**config.mk**
```make
export PLATFORM = sky130hd
export DESIGN_NAME = game_tick_scheduler_flat
export DESIGN_NICKNAME = d
export VERILOG_FILES = /design/src/rtl/game_tick_scheduler_if.sv /design/src/rtl/game_tick_scheduler.sv /design/src/flat_wrapper.sv
export SDC_FILE = /design/constraint.sdc
export NUM_CORES = 1
export LEC_CHECK = 0
export BUFFER_PORTS_ARGS = -buffer_cell sky130_fd_sc_hd__buf_2
export CAP_MARGIN = 30
export CORE_AREA = 4 4 87 89
export CTS_CLUSTER_SIZE = 25
export DETAILED_ROUTE_END_ITERATION = 12
export DIE_AREA = 0 0 91 93
export PLACE_DENSITY = 0.65
export RECOVER_POWER = 25
export SLEW_MARGIN = 20
export SYNTH_ARGS = -nofsm -noshare
export SYNTH_HDL_FRONTEND = slang
export SYNTH_SLANG_ARGS = --single-unit
```
**constraint.sdc**
```tcl
create_clock -name clk -period 5.38 [get_ports clk]
set_clock_uncertainty 0.05 [all_clocks]
set_input_delay 0.538 -clock clk [delete_from_list [all_inputs] [get_ports clk]]
set_output_delay 0.538 -clock clk [all_outputs]
set_load 0.02 [all_outputs]
```
**src/rtl/game_tick_scheduler_if.sv**
```systemverilog
// rtl/game_tick_scheduler_if.sv - control/tick bundle between game FSM (master) and tick scheduler (slave)
interface game_tick_scheduler_if;
    logic       start;
    logic       stop;
    logic       pause;
    logic       turbo;
    logic [3:0] level;
    logic       alien_tick;
    logic       bomb_tick;
    logic       missile_tick;
    logic       running;

    modport master (
        output start, stop, pause, turbo, level,
        input  alien_tick, bomb_tick, missile_tick, running
    );

    modport slave (
        input  start, stop, pause, turbo, level,
        output alien_tick, bomb_tick, missile_tick, running
    );
endinterface

```
**src/rtl/game_tick_scheduler.sv**
```systemverilog
// rtl/game_tick_scheduler.sv - master prescaler plus per-object step pulses with run/pause/stop sequencing
// FAST_SIM_EN: when defined, the base divider is forced to 20 clocks (turbo divider 2).
module game_tick_scheduler #(
    parameter int BASE_DIV         = 500000,
    parameter int ALIEN_PERIOD0    = 50,
    parameter int ALIEN_MIN_PERIOD = 5,
    parameter int LEVEL_STEP       = 5,
    parameter int BOMB_PERIOD      = 120,
    parameter int MISSILE_PERIOD   = 2
) (
    input  logic                  clk,
    input  logic                  resetN,
    game_tick_scheduler_if.slave  bus
);

`ifdef FAST_SIM_EN
    localparam int DIV = 20;
`else
    localparam int DIV = BASE_DIV;
`endif
    localparam int DIV_T = (DIV / 10 > 1) ? DIV / 10 : 1;
    localparam int PW    = $clog2(DIV + 1);

    localparam logic signed [8:0] AP0_S  = 9'(ALIEN_PERIOD0);
    localparam logic signed [8:0] STEP_S = 9'(LEVEL_STEP);
    localparam logic signed [8:0] MIN_S  = 9'(ALIEN_MIN_PERIOD);
    localparam logic [7:0]        BOMB_P    = 8'(BOMB_PERIOD);
    localparam logic [7:0]        MISSILE_P = 8'(MISSILE_PERIOD);

    typedef enum logic [1:0] {S_IDLE, S_RUN, S_PAUSED} state_t;

    state_t            state, state_nxt;
    logic [PW-1:0]     pcnt, div_m1;
    logic              base_tick, bt_now, go;
    logic [7:0]        alien_cnt, bomb_cnt, missile_cnt, alien_period;
    logic signed [8:0] lvl_s, ap_raw;
    logic              alien_tick_q, bomb_tick_q, missile_tick_q, running_q;

    function automatic logic fire(input logic [7:0] cnt, input logic [7:0] period);
        fire = ({1'b0, cnt} + 9'd1) >= {1'b0, period};
    endfunction

    assign div_m1 = bus.turbo ? PW'(DIV_T - 1) : PW'(DIV - 1);
    assign bt_now = pcnt >= div_m1;

    assign lvl_s  = $signed({5'd0, bus.level});
    assign ap_raw = AP0_S - STEP_S * lvl_s;

    always_comb begin
        alien_period = ap_raw[7:0];
        if (ap_raw < MIN_S)
            alien_period = MIN_S[7:0];
        if (alien_period == 8'd0)
            alien_period = 8'd1;
    end

    always_comb begin
        state_nxt = state;
        if (bus.stop)
            state_nxt = S_IDLE;
        else begin
            case (state)
                S_IDLE:   if (bus.start)  state_nxt = S_RUN;
                S_RUN:    if (bus.pause)  state_nxt = S_PAUSED;
                S_PAUSED: if (!bus.pause) state_nxt = S_RUN;
                default:                  state_nxt = S_IDLE;
            endcase
        end
    end

    // The resume edge counts as a running edge so a pause shifts the schedule by exactly its length.
    assign go = !bus.stop && !bus.pause && (state == S_RUN || state == S_PAUSED);

    always_ff @(posedge clk or negedge resetN) begin
        if (!resetN) begin
            state          <= S_IDLE;
            running_q      <= 1'b0;
            pcnt           <= '0;
            base_tick      <= 1'b0;
            alien_cnt      <= 8'd0;
            bomb_cnt       <= 8'd0;
            missile_cnt    <= 8'd0;
            alien_tick_q   <= 1'b0;
            bomb_tick_q    <= 1'b0;
            missile_tick_q <= 1'b0;
        end else begin
            state          <= state_nxt;
            running_q      <= (state_nxt == S_RUN);
            alien_tick_q   <= 1'b0;
            bomb_tick_q    <= 1'b0;
            missile_tick_q <= 1'b0;
            if (!go) begin
                if (state_nxt == S_IDLE) begin
                    pcnt        <= '0;
                    base_tick   <= 1'b0;
                    alien_cnt   <= 8'd0;
                    bomb_cnt    <= 8'd0;
                    missile_cnt <= 8'd0;
                end
            end else begin
                pcnt      <= bt_now ? '0 : pcnt + 1'b1;
                base_tick <= bt_now;
                if (base_tick) begin
                    alien_tick_q   <= fire(alien_cnt, alien_period);
                    alien_cnt      <= fire(alien_cnt, alien_period) ? 8'd0 : alien_cnt + 8'd1;
                    bomb_tick_q    <= fire(bomb_cnt, BOMB_P);
                    bomb_cnt       <= fire(bomb_cnt, BOMB_P) ? 8'd0 : bomb_cnt + 8'd1;
                    missile_tick_q <= fire(missile_cnt, MISSILE_P);
                    missile_cnt    <= fire(missile_cnt, MISSILE_P) ? 8'd0 : missile_cnt + 8'd1;
                end
            end
        end
    end

    assign bus.alien_tick   = alien_tick_q;
    assign bus.bomb_tick    = bomb_tick_q;
    assign bus.missile_tick = missile_tick_q;
    assign bus.running      = running_q;

endmodule

```
**src/flat_wrapper.sv**
```systemverilog
// flat-port wrapper written by rule: the top's interface ports become plain ports
module game_tick_scheduler_flat 
#(
    parameter int BASE_DIV         = 500000,
    parameter int ALIEN_PERIOD0    = 50,
    parameter int ALIEN_MIN_PERIOD = 5,
    parameter int LEVEL_STEP       = 5,
    parameter int BOMB_PERIOD      = 120,
    parameter int MISSILE_PERIOD   = 2
)
  (clk, resetN, bus_start, bus_stop, bus_pause, bus_turbo, bus_level, bus_alien_tick, bus_bomb_tick, bus_missile_tick, bus_running);
  game_tick_scheduler_if bus_i ();
  input  logic clk;
  input  logic resetN;
  input wire logic [$bits(bus_i.start)-1:0] bus_start;
  input wire logic [$bits(bus_i.stop)-1:0] bus_stop;
  input wire logic [$bits(bus_i.pause)-1:0] bus_pause;
  input wire logic [$bits(bus_i.turbo)-1:0] bus_turbo;
  input wire logic [$bits(bus_i.level)-1:0] bus_level;
  output wire logic [$bits(bus_i.alien_tick)-1:0] bus_alien_tick;
  output wire logic [$bits(bus_i.bomb_tick)-1:0] bus_bomb_tick;
  output wire logic [$bits(bus_i.missile_tick)-1:0] bus_missile_tick;
  output wire logic [$bits(bus_i.running)-1:0] bus_running;
  assign bus_i.start = bus_start;
  assign bus_i.stop = bus_stop;
  assign bus_i.pause = bus_pause;
  assign bus_i.turbo = bus_turbo;
  assign bus_i.level = bus_level;
  assign bus_alien_tick = bus_i.alien_tick;
  assign bus_bomb_tick = bus_i.bomb_tick;
  assign bus_missile_tick = bus_i.missile_tick;
  assign bus_running = bus_i.running;
  game_tick_scheduler #(.BASE_DIV(BASE_DIV), .ALIEN_PERIOD0(ALIEN_PERIOD0), .ALIEN_MIN_PERIOD(ALIEN_MIN_PERIOD), .LEVEL_STEP(LEVEL_STEP), .BOMB_PERIOD(BOMB_PERIOD), .MISSILE_PERIOD(MISSILE_PERIOD)) u_core (.clk(clk), .resetN(resetN), .bus(bus_i));
endmodule
```
==> flow_summary.json, run 1 <==
{
  "grt_first_pass_wirelength_mm": 11.50,
  "cts_setup_buffers": 0,
  "path_delay_family": "simple AND/OR/NAND/NOR gates",
  "die_h_um": 93,
  "irDropWorstVdd_mv": 0.1169,
  "hold_viol": 0,
  "insertedDiodeCount": 0,
  "tritoncts": "yes",
  "grt_max_degree": 51,
  "worst_slew_pin_slew_ns": 2.712,
  "drive_above_1_share_pct": 9.186,
  "power_density_nw_per_um2": 236.9,
  "synth_top_area_share_pct": 37.75,
  "ant_nets": 0,
  "cp-end-kind": "flip-flop",
  "yosysWarnings": 0,
  "critPathSlowestCell": "nor3_1",
  "grt_antenna_before_repair": 0,
  "clock_sinks": 50,
  "drt-total-wl_mm": 6.578,
  "start_util_pct": 49.06,
  "cp_common_cell": "ha_1",
  "finalWorstSetupSlack_ns": 1.214,
  "fillers": 635,
  "ys_types": 56,
  "synth_edf_count": 0,
  "finalSetupViolCount": 0,
  "required_ns": 5.56,
  "rsz0062_at_grt": "no",
  "arrival_ns": 4.34,
  "post-dp-hpwl_mm": 4.662,
  "clk_latency_ns": 0.31,
  "finalMaxSlewViolations": 51,
  "hold_path_class": "in -> reg",
  "dieWidth_um": 91,
  "final.setup.tns_ns": 0,
  "synth-seq-cells": 50,
  "rows": 30,
  "violations": "capacitance limit, slew limit",
  "maxCapViolCount": 1,
  "pre_cts_ws_ns": 0.9153,
  "path_clk_slew_ns": 0.09,
  "gp_congestion": 0.8780,
  "synth-seq-area-share_pct": 37.75,
  "synthCells": 368,
  "io_buffers": 13,
  "cellLeakagePower_uw": 0.001675,
  "worstSetupPathType": "in -> reg",
  "fin_crit_ns": 4.166,
  "critPathLaunchType": "input port",
  "critical-path-max-stage-delay_ns": 0.67,
  "finalCritPeriodShare_pct": 77.43,
  "cts_buffers": 5,
  "cts_root_buffer": "clkbuf_8",
  "syn2layout_area_growth_pct": 7.173,
  "cts_resized": 0,
  "path_max_fanout": 8,
  "path_cells": "buf_2 -> ha_1 -> ha_1 -> or3_1 -> a2111oi_0 -> a31oi_1 -> a21oi_1 -> nor2_1 -> nand2_1 -> ha_1 -> and4_1 -> a21oi_1 -> o221ai_1 -> nor3_1 -> o21ai_0 -> o21ai_0",
  "synthTopCellsByArea": "dfrtp_1, ha_1, a31oi_1",
  "track_usage_pct": 16.33,
  "netlist_area_um2": 3314,
  "htree_num_levels": 2,
  "synth_area_leader_cell": "dfrtp_1",
  "grt_pass1_vias": 2536,
  "drc": 0,
  "viasPerCell": 5.885,
  "core_um2": 6756,
  "grt-ovfl-total": 0,
  "slew_headroom_pct": -80.80,
  "postLayoutCoreUtil_pct": 52.57,
  "power.total_uw": 841.5,
  "wire_per_inst_um": 14.27,
  "instances_no_fill": 461,
  "nets": 422,
  "die-area_um2": 8463,
  "first_pass_iters": 4,
  "cts_buffer_depth": 2,
  "syn-num-nets": 410,
  "dp.cells": 453,
  "ys.flop_type": "dfrtp_1",
  "synthArstFlopShare_pct": 100.0,
  "run_status": "complete, but fails checks",
  "cp_num_buf_inv": 1,
  "avgSynthCellArea_um2": 9.007,
  "drt_iter0_markers": 121,
  "vias": 2713,
  "holdBufCountCts": 0,
  "ioPinCount": 14,
  "clock.fmax_mhz": 240.0
}
## kinds of logic after synthesis
kind of cell,after synthesis,share of synthesized area (%)
flops,50,37.75
simple gates,136,21.48
xor+xnor,7,1.850
mux,2,0.6417
fa+ha+maj,33,12.38
buf+inv,29,4.077
other cells,1,0.1131
compound gates,110,21.71
## power by group
group	switching [uW]	total [uW]	leakage [uW]	internal [uW]
sequential	8.98	393	0.000696	384
clock	132	271	0.0000514	139
combinational	114	178	0.000928	64.3
## layer usage
layer | up-vias | share of wire [%] | GRT usage, % | routed length (um)
li1 | 1371 | - | - | -
met1 | 1311 | 49 | 21.52 | 3248
met2 | 24 | 47 | 27.84 | 3096
met3 | 7 | 2.4 | 2.896 | 159
met4 | 0 | 1.1 | 4.146 | 74
met5 | - | 0 | 0 | 0
## per-stage QoR
| step | hold slack, ns | instance area [um2] |
|---|---|---|
| 3_5_place_dp | 0.4220 | 3446 |
| 2_1_floorplan | 0.1924 | 3314 |
| 3_3_place_gp | 0.4197 | 3427 |
| 5_1_grt | 0.4322 | 3552 |
| 4_1_cts | 0.3070 | 3556 |
| 6_report | 0.4241 | 3552 |
## cells in the final DEF, fill, tap and decap left out, types with 6 or more instances in the layout
cell / n
or3_1: 6
or2b_1: 6
or2_2: 7
dfrtp_1: 50
o21ai_0: 21
and2_1: 10
nand3_1: 11
ha_1: 32
a21o_1: 8
and3_1: 9
buf_2: 13
xnor2_1: 6
a31oi_1: 21
nor3_1: 9
inv_1: 18
a21oi_1: 24
nand2_1: 31
nor2_1: 26
## worst paths after layout
| kind | startpoint | to | slack, ns | cells after the start |
|---|---|---|---|---|
| hold / removal | bus_stop | u_core.state[0] | 0.42 | 2 |
| setup / recovery | bus_level[1] | u_core.alien_cnt[6] | 1.21 | 16 |
| min in group asynchronous | resetN | u_core.pcnt[17] | 1.12 | 2 |
| setup reg to reg | u_core.alien_cnt[3] | u_core.alien_cnt[6] | 2.19 | 11 |
| hold reg to reg | u_core.missile_cnt[6] | u_core.missile_cnt[6] | 0.44 | 1 |
| max in group asynchronous | resetN | u_core.bus.missile_tick | 2.62 | 2 |
## Yosys cell counts, drive strengths merged, types with 7 or more instances
cell type and number:
and2 10, a21oi 24, and3 9, a31oi 21, o21ai 25, inv 18
a21o 8, nand3 11, nor2 27, or2 7, ha 32, dfrtp 50
nor3 9, nand2 31
## registers in the layout, summed over array words and instances (netlist names)
register	flops
u_core.bus.alien_tick	1
u_core.missile_cnt	8
u_core.bus.bomb_tick	1
u_core.bus.missile_tick	1
u_core.alien_cnt	8
u_core.state	2
u_core.bomb_cnt	8
u_core.base_tick	1
u_core.bus.running	1
u_core.pcnt	19
## final cells by class
class	instances	area, um2	area share [%]
clock buffer	6	72.57	2.043
clock inverter	2	37.54	1.057
inverter	18	67.56	1.902
multi-input combinational	289	1932	54.39
sequential	50	1251	35.22
tap	80	100.1	2.818
timing repair buffer	16	91.34	2.571
Power figures use the tool's default switching activity.
==> run 2: changes to the inputs <==
Clock period 5.38 ns to 3.93 ns, I/O delays scaled along.
==> run 2 against run 1 <==
Effect of this change:
- the run still ends with capacitance limit, slew limit left
- non-clock buffer count increased by 4
- die area stayed put
- total power increased by 40%
- clock-buffer cell count stayed put
- via count is 0.18% lower
- cell count increased by 0.87%
- sequential cell count stayed put
- register-to-register slack got worse by 1.0 ns
- setup slack got worse by 0.82 ns
- routed wire length fell by 1.0%
- clock power up 44%
- first-iteration DRC count down 8.3%
- critical path type unchanged
- highest routed layer unchanged
==> flow_summary.json, run 2 (synthesis gave the netlist of run 1 again) <==
{
  "maxCapViolCount": 1,
  "arrival_ns": 3.71,
  "rsz0062_at_grt": "no",
  "clk_latency_ns": 0.31,
  "run_status": "complete, but fails checks",
  "gp_congestion": 0.8219,
  "holdBufCountCts": 0,
  "cp-end-kind": "flip-flop",
  "grt_max_degree": 30,
  "critPathSlowestCell": "ha_1",
  "rows": 30,
  "viasPerCell": 5.824,
  "final_common_cell": "dfrtp_1",
  "drt-total-wl_mm": 6.510,
  "power_density_nw_per_um2": 328.0,
  "grt-ovfl-total": 0,
  "drc": 0,
  "final.setup.tns_ns": 0,
  "syn2layout_area_growth_pct": 8.154,
  "hold_path_class": "in -> reg",
  "wire_per_inst_um": 14.00,
  "htree_num_levels": 2,
  "io_buffers": 13,
  "path_clk_slew_ns": 0.09,
  "ant_nets": 0,
  "critical-path-max-stage-delay_ns": 0.37,
  "grt_first_pass_wirelength_mm": 11.59,
  "cp_num_buf_inv": 2,
  "violations": "capacitance limit, slew limit",
  "cts_buffers": 5,
  "cts_resized": 0,
  "critPathLaunchType": "input port",
  "drive_above_1_share_pct": 10.13,
  "core_um2": 6756,
  "cellLeakagePower_uw": 0.001704,
  "irDropWorstVdd_mv": 0.1593,
  "start_util_pct": 49.06,
  "path_max_fanout": 8,
  "worstSetupPathType": "in -> reg",
  "track_usage_pct": 16.45,
  "path_cells": "buf_2 -> ha_1 -> ha_1 -> or3_1 -> a2111oi_0 -> a31oi_1 -> a21oi_1 -> nor2_1 -> nand2_1 -> ha_1 -> and4_1 -> a21oi_1 -> o221ai_1 -> nor3_1 -> buf_4 -> o21ai_0 -> o21ai_0",
  "tritoncts": "yes",
  "cts_setup_buffers": 0,
  "insertedDiodeCount": 0,
  "first_pass_iters": 4,
  "dieWidth_um": 91,
  "die_h_um": 93,
  "mostFrequentLayoutCells": "dfrtp_1, ha_1, nand2_1, nor2_1, a21oi_1",
  "drt_iter0_markers": 111,
  "top_register": "u_core.pcnt",
  "die-area_um2": 8463,
  "required_ns": 4.11,
  "clock_sinks": 50,
  "clock.fmax_mhz": 283.0,
  "hold_viol": 0,
  "largest_reg_flops": 19,
  "finalCritPeriodShare_pct": 89.92,
  "finalSetupViolCount": 0,
  "worst_slew_pin_slew_ns": 1.600,
  "power.total_uw": 1176,
  "nets": 426,
  "vias": 2708,
  "path_delay_family": "compound AO/OA/AOI/OAI gates",
  "slew_headroom_pct": -6.691,
  "cts_buffer_depth": 2,
  "cts_root_buffer": "clkbuf_8",
  "finalMaxSlewViolations": 30,
  "cp_common_cell": "ha_1",
  "grt_pass1_vias": 2540,
  "post-dp-hpwl_mm": 4.778,
  "ioPinCount": 14,
  "fin_crit_ns": 3.534,
  "grt_antenna_before_repair": 0
}
## run 2: cell count changes in the layout (fill, tap and decap cells not counted)
cell | previous run | this run
buf_2 | 13 | 12
buf_4 | 1 | 7
buf_8 | 1 | 0
clkbuf_1 | 2 | 1
clkbuf_8 | 5 | 6
clkinvlp_4 | 1 | 0
inv_6 | 0 | 1
o21ai_1 | 2 | 3
o21ai_2 | 2 | 1
## run 2: metrics by stage
step	util [%]	instances	setup slack, ns	hold slack [ns]	area (um2)
2_1_floorplan	-	368	0.2855	0.04741	3314
3_3_place_gp	51.17	456	0.2025	0.4139	3457
3_5_place_dp	51.28	457	0.09146	0.4221	3465
4_1_cts	53.07	465	0.4006	0.08494	3586
5_1_grt	53.06	465	0.06137	0.2713	3585
6_report	53.06	465	0.3962	0.2662	3585
## run 2: path summary, 6_finish.rpt
path | startpoint | end | slack [ns] | cells after the start
max in group asynchronous | resetN | u_core.bomb_cnt[2] | 2.34 | 2
worst max register to register | u_core.alien_cnt[3] | u_core.alien_cnt[6] | 1.17 | 12
worst max-delay path | bus_level[1] | u_core.alien_cnt[6] | 0.40 | 17
min in group asynchronous | resetN | u_core.pcnt[16] | 0.42 | 1
worst min-delay path | bus_stop | u_core.state[0] | 0.27 | 2
worst min register to register | u_core.missile_cnt[5] | u_core.missile_cnt[5] | 0.45 | 1
## run 2: area by class of cell
type | count | area, um2
multi-input combinational | 289 | 1928
inverter | 18 | 67.56
clock buffer | 6 | 82.58
tap | 80 | 100.1
clock inverter | 2 | 38.79
timing repair buffer | 20 | 116.4
sequential | 50 | 1251
fill | 624 | 3172
## run 2: routing by layer
layer  track usage (%)  routed length, um  vias up  part of all wire [%]
met2             27.41               2984       26                    46
met1             22.23               3309     1294                    51
met4             4.271                 68        0                   1.0
met3             2.816                148        5                   2.3
met5                 0                  0        -                     0
li1                  -                  -     1383                     -
## run 2: where the power goes
| group | internal, uW | switching, uW | leakage, uW |
|---|---|---|---|
| Sequential | 525 | 12.1 | 0.000696 |
| Clock | 210 | 180 | 0.0000618 |
| Combinational | 92.3 | 156 | 0.000946 |
| Total | 827 | 349 | 0.00170 |
## run 2: worst register-to-register path, cell delays in order, from the launching register on
cell	delay (ns)
dfrtp_1	0.42
and3_1	0.22
and3_1	0.22
and2_1	0.17
or2_2	0.28
ha_1	0.30
and4_1	0.19
a21oi_1	0.15
o221ai_1	0.15
nor3_1	0.20
buf_4	0.18
o21ai_0	0.08
o21ai_0	0.08
